[src/rtl/parking_lot_manager.sv]
// rtl/parking_lot_manager.sv - two-barrier parking lot controller with occupancy tracking
//
// Purpose: drives an entry and an exit barrier from upstream grant and
// barrier-sensor inputs, and keeps a saturating count of vehicles inside.
// Each barrier is its own CLOSED/OPEN FSM with an open timeout. The two FSMs
// interact only through the occupancy count.
//
// Ports:
//   clk          rising-edge clock
//   reset_n      asynchronous active-low reset
//   entry_grant  entry authorised (rising edge is the event)
//   exit_grant   exit authorised (rising edge is the event)
//   entry_pass   vehicle crossed the entry sensor (rising edge is the event)
//   exit_pass    vehicle crossed the exit sensor (rising edge is the event)
//   entry_open   entry barrier drive, 1 = open
//   exit_open    exit barrier drive, 1 = open
//   occupancy    vehicles currently inside
//   lot_full     occupancy == CAPACITY
//   lot_empty    occupancy == 0
//   entry_reject one-cycle pulse: entry grant refused because the lot is full
//   timeout      one-cycle pulse per barrier closed without a pass
//                (bit0 = entry, bit1 = exit)
module parking_lot_manager #(
  parameter int unsigned CAPACITY    = 8,
  parameter int unsigned OPEN_CYCLES = 16
) (
  input  logic       clk,
  input  logic       reset_n,
  input  logic       entry_grant,
  input  logic       exit_grant,
  input  logic       entry_pass,
  input  logic       exit_pass,
  output logic       entry_open,
  output logic       exit_open,
  output logic [3:0] occupancy,
  output logic       lot_full,
  output logic       lot_empty,
  output logic       entry_reject,
  output logic [1:0] timeout
);

  localparam logic [3:0] CAP_VAL   = 4'(CAPACITY);
  localparam logic [7:0] TIMER_MAX = 8'(OPEN_CYCLES - 1);

  typedef enum logic {
    CLOSED = 1'b0,
    OPEN   = 1'b1
  } barrier_state_t;

  // Input sampling: one register stage, plus the previous sample for edge detection.
  logic [3:0] in_q;
  logic [3:0] in_prev;
  logic [3:0] in_edge;

  always_ff @(posedge clk or negedge reset_n) begin
    if (!reset_n) begin
      in_q    <= 4'b0000;
      in_prev <= 4'b0000;
    end else begin
      in_q    <= {exit_pass, entry_pass, exit_grant, entry_grant};
      in_prev <= in_q;
    end
  end

  assign in_edge = in_q & ~in_prev;

  logic entry_grant_edge;
  logic exit_grant_edge;
  logic entry_pass_edge;
  logic exit_pass_edge;

  assign entry_grant_edge = in_edge[0];
  assign exit_grant_edge  = in_edge[1];
  assign entry_pass_edge  = in_edge[2];
  assign exit_pass_edge   = in_edge[3];

  barrier_state_t entry_state, entry_state_next;
  barrier_state_t exit_state,  exit_state_next;
  logic [7:0]     entry_timer, entry_timer_next;
  logic [7:0]     exit_timer,  exit_timer_next;
  logic           entry_reject_next;
  logic [1:0]     timeout_next;
  logic [3:0]     occupancy_next;

  // State register: FSMs, timers, count and the registered pulse outputs.
  always_ff @(posedge clk or negedge reset_n) begin
    if (!reset_n) begin
      entry_state  <= CLOSED;
      exit_state   <= CLOSED;
      entry_timer  <= 8'd0;
      exit_timer   <= 8'd0;
      occupancy    <= 4'd0;
      entry_reject <= 1'b0;
      timeout      <= 2'b00;
    end else begin
      entry_state  <= entry_state_next;
      exit_state   <= exit_state_next;
      entry_timer  <= entry_timer_next;
      exit_timer   <= exit_timer_next;
      occupancy    <= occupancy_next;
      entry_reject <= entry_reject_next;
      timeout      <= timeout_next;
    end
  end

  // Entry barrier next-state logic. A full lot turns a grant into a reject pulse.
  always_comb begin
    entry_state_next  = entry_state;
    entry_timer_next  = entry_timer;
    entry_reject_next = 1'b0;
    timeout_next[0]   = 1'b0;
    case (entry_state)
      CLOSED: begin
        entry_timer_next = 8'd0;
        if (entry_grant_edge) begin
          if (lot_full) entry_reject_next = 1'b1;
          else          entry_state_next  = OPEN;
        end
      end
      OPEN: begin
        // A pass edge beats a simultaneous timer expiry.
        if (entry_pass_edge) begin
          entry_state_next = CLOSED;
          entry_timer_next = 8'd0;
        end else if (entry_timer == TIMER_MAX) begin
          entry_state_next = CLOSED;
          entry_timer_next = 8'd0;
          timeout_next[0]  = 1'b1;
        end else begin
          entry_timer_next = entry_timer + 8'd1;
        end
      end
      default: entry_state_next = CLOSED;
    endcase
  end

  // Exit barrier next-state logic; not gated by lot_empty (count saturates instead).
  always_comb begin
    exit_state_next = exit_state;
    exit_timer_next = exit_timer;
    timeout_next[1] = 1'b0;
    case (exit_state)
      CLOSED: begin
        exit_timer_next = 8'd0;
        if (exit_grant_edge) exit_state_next = OPEN;
      end
      OPEN: begin
        if (exit_pass_edge) begin
          exit_state_next = CLOSED;
          exit_timer_next = 8'd0;
        end else if (exit_timer == TIMER_MAX) begin
          exit_state_next = CLOSED;
          exit_timer_next = 8'd0;
          timeout_next[1] = 1'b1;
        end else begin
          exit_timer_next = exit_timer + 8'd1;
        end
      end
      default: exit_state_next = CLOSED;
    endcase
  end

  // Occupancy: only passes through an open barrier count; simultaneous
  // entry and exit cancel out; the count saturates at both ends.
  logic entry_done;
  logic exit_done;

  assign entry_done = (entry_state == OPEN) && entry_pass_edge;
  assign exit_done  = (exit_state == OPEN) && exit_pass_edge;

  always_comb begin
    occupancy_next = occupancy;
    if (entry_done && !exit_done) begin
      if (occupancy < CAP_VAL) occupancy_next = occupancy + 4'd1;
    end else if (exit_done && !entry_done) begin
      if (occupancy != 4'd0) occupancy_next = occupancy - 4'd1;
    end
  end

  // Output decode from registered state only.
  always_comb begin
    entry_open = (entry_state == OPEN);
    exit_open  = (exit_state == OPEN);
    lot_full   = (occupancy == CAP_VAL);
    lot_empty  = (occupancy == 4'd0);
  end

endmodule

[config.mk]
export PLATFORM = sky130hd
export DESIGN_NAME = parking_lot_manager
export DESIGN_NICKNAME = d
export VERILOG_FILES = /design/src/rtl/parking_lot_manager.sv
export SDC_FILE = /design/constraint.sdc
export NUM_CORES = 1
export LEC_CHECK = 0
export CORE_MARGIN = 4
export CORE_UTILIZATION = 58
export CTS_CLUSTER_DIAMETER = 120
export DETAILED_ROUTE_END_ITERATION = 16
export GPL_ROUTABILITY_DRIVEN = 0
export PLACE_DENSITY = 0.82
export SETUP_SLACK_MARGIN = 0.3
export SKIP_LAST_GASP = 1
export SYNTH_ARGS = -nofsm -noshare
export SYNTH_HDL_FRONTEND = slang
export SYNTH_SLANG_ARGS = --single-unit
[constraint.sdc]
create_clock -name clk -period 3.05 [get_ports clk]
set_clock_uncertainty 0.05 [all_clocks]
set_input_delay 0.7625 -clock clk [delete_from_list [all_inputs] [get_ports clk]]
set_output_delay 0.7625 -clock clk [all_outputs]
set_load 0.05 [all_outputs]
==> qor.yml <==
status:
  outcome: "finished, final reports clean"
routing:
  routed_via_density: 5.88
  ant_nets: 0
  dr.pass1.iters: 4
  wl_um: 2660
  drcViolationCount: 0
  wl_per_cell_um: 14.8
  vias: 1058
  drtIter0Drc: 38
synth:
  synth.avg_cell_area_um2: 11.3
  synthSimpleGateAreaFrac: 0.191
  synth_nets: 139
  synth_compound_area_frac: 0.122
  synthAdderAreaFrac: 0.0573
  synthMuxAreaShare: 0.0156
  synthCells: 127
  synth_xor_area_frac: 0.0304
  synth_top_family_by_area: "simple AND/OR/NAND/NOR gates"
  synth_cell_types: 33
  syn_area_um2: 1440
  synth_seq_cells: 33
  synth_warnings: 0
  ys_seq_area_frac: 0.573
setup_path:
  r2r_end: "occupancy[3]"
  crit_type: "flop to output pin"
  reg2reg_depth: 8
  slowest_delay_ns: 0.86
  arrival_ns: 1.69
  slowest_stage: "clkdlybuf4s50_1"
  rrSetupSlack_ns: 0.73
  crit_chain: "clkdlybuf4s50_1"
  end_kind: "output pin"
  worstSetupStartpointType: "flop"
  critical_path_required_ns: 2.24
  regToRegStartpoint: "in_prev[2]"
  crit_fanout: 7
  path_buf_inv: 1
  crit_family: "buffers and inverters"
clock_tree:
  root_buffer: "clkbuf_4"
  clk_pin_slew_ns: 0.09
  worstSkewPairLatency_ns: 0.34
  cts_tree: "yes"
  ctsHoldBuffers: 0
  clockBufferDepth: 2
  htreeDepth: 2
  numClockSinks: 33
  cts-buffers-inserted: 5
flow_run:
  maxCapViolations: 0
sta:
  rsz0062_at_grt: "no"
  whs_ns: 0.337
  slew_headroom: 0.662
  hold_violations: 0
  period_needed_ns: 2.51
  finalSetupTns_ns: 0
  slew_violations: 0
  tightest_slew_ns: 0.506
  worst_slack_ns: 0.545
  setup_viol: 0
  max_freq_mhz: 399
  period_share: 0.821
hold_path:
  min_path_cells: 0
  hold_path.class: "flop to flop"
  hp-start: "in_q[1]"
  min_to: "in_prev[1]"
layout:
  nets: 163
  drive_above_1_share: 0.105
  syn2layout_area_growth_pct: 19.3
  instances_no_fill: 180
  antennaDiodeCount: 0
placed_design:
  dp_slack_ns: 0.468
  post-place-cells: 172
  hpwlAfterDp_um: 1870
  portBuffers: 16
floorplanning:
  row_count: 17
  start_util: 0.627
  core-area_um2: 2300
  io_pins: 17
  die_w_um: 57.9
  die_y_um: 57.9
  die-area_um2: 3350
global_route:
  antenna_found_initial: 0
  grt_max_degree: 34
  grt_pass1_vias: 1101
  overflow: 0
  grt_pass1_wl_um: 4820
  grt_usage: 0.188
power_and_ir_drop:
  seqPwrFrac: 0.416
  p_leak_uw: 0.000736
  p_clk_frac: 0.248
  power.density_nw_per_um2: 793
  swShare: 0.369
  internal_power_uw: 860
  power.switching_uw: 503
  p_comb_frac: 0.337
  ir_worst_vdd_v: 0.000692
## routing by layer
layer	wire length (µm)	up-vias	GRT usage
li1	-	510	-
met1	1110	518	0.210
met2	1370	23	0.319
met3	122	7	0.0646
met4	59	0	0.0927
met5	0	-	0
## per-stage QoR
step                      utilization  instance area, µm²  total power, µW
final                           0.748                1720             1360
after global routing            0.748                1720             1440
after CTS                       0.752                1730             1370
after detailed placement        0.716                1640             1040
after global placement          0.716                1640             1020
after floorplan                     -                1440              880
## cells in the final DEF (no fill, tap or decap), drive strengths merged, types with 2 or more instances in the layout
master,instances
a21o,2
a21oi,9
and3,4
clkbuf,9
clkdlybuf4s50,14
dfrtp,33
ha,5
inv,4
mux2,2
nand2,9
nand2b,4
nand3,4
nand3b,2
nand4,2
nor2,9
nor3,3
o211ai,3
o21ai,8
or3,8
or4,2
xnor2,3
xor2,2
## cell families after synthesis
logic type	count (synthesis)
AND/OR/NAND/NOR	50
AO/OA/AOI/OAI	27
XOR/XNOR	5
flip-flops	33
multiplexers	2
buffers and inverters	4
adder cells (fa/ha/maj)	6
## cell type report
class | instances | area, µm²
Sequential cell | 33 | 826
Multi-Input combinational cell | 90 | 601
Fill cell | 160 | 578
Timing Repair Buffer | 17 | 158
Clock buffer | 7 | 55.1
Tap cell | 28 | 35.0
Clock inverter | 1 | 30.0
Inverter | 4 | 15.0
## synth_stat cells (all sizes together)
library cell  instances  share of area
a2111o                1         0.0078
a21o                  2          0.011
a21oi                 9          0.031
a31oi                 1         0.0043
and2                  1         0.0043
and3                  4          0.018
dfrtp                33           0.57
fa                    1          0.014
ha                    5          0.043
inv                   4          0.010
mux2                  2          0.016
nand2                 9          0.023
nand2b                4          0.017
nand3                 4          0.014
nand3b                2          0.010
nand4                 2         0.0087
nand4b                1         0.0061
nor2                  9          0.023
nor3                  3          0.010
o211ai                3          0.019
o21ai                 8          0.028
o311ai                1         0.0061
o31ai                 1         0.0087
o41ai                 1         0.0061
or3                   8          0.038
or3b                  1         0.0061
or4                   2          0.010
xnor2                 3          0.018
xor2                  2          0.012
## timing repair
action	in CTS	in global routing
resized for setup	2	4
gates cloned	0	0
setup buffers	0	0
endpoints found under the setup margin	2	2
## worst register-to-register path, stage by stage, from the launching register on
cell      delay [ns]
dfrtp_1         0.36
nand2b_1        0.20
nor2_1          0.12
ha_1            0.27
inv_1           0.14
ha_1            0.35
and3_2          0.25
o41ai_1         0.27
o311ai_0        0.18
## sequential cells by signal, summed over array words and instances (netlist names)
signal        count
in_q              4
exit_open         1
entry_open        1
entry_reject      1
entry_timer       8
timeout           2
in_prev           4
exit_timer        8
occupancy         4
## power by group through the flow
stage               Clock [µW]  Combinational (µW)  Sequential (µW)
floorplan                    0                 202              679
global placement             0                 457              564
detailed placement           0                 466              573
CTS                        346                 464              565
global route               364                 494              578
finish                     337                 459              566
## worst max-delay path by stage
stage	from	end	depth (start not counted)
after detailed placement	occupancy[0]	lot_full	3
after floorplan	occupancy[0]	lot_empty	2
after global placement	occupancy[0]	lot_empty	3
final	occupancy[0]	occupancy[0]	1
after global routing	occupancy[0]	occupancy[0]	1
after CTS	occupancy[0]	lot_empty	3
Power figures use the tool's default switching activity.
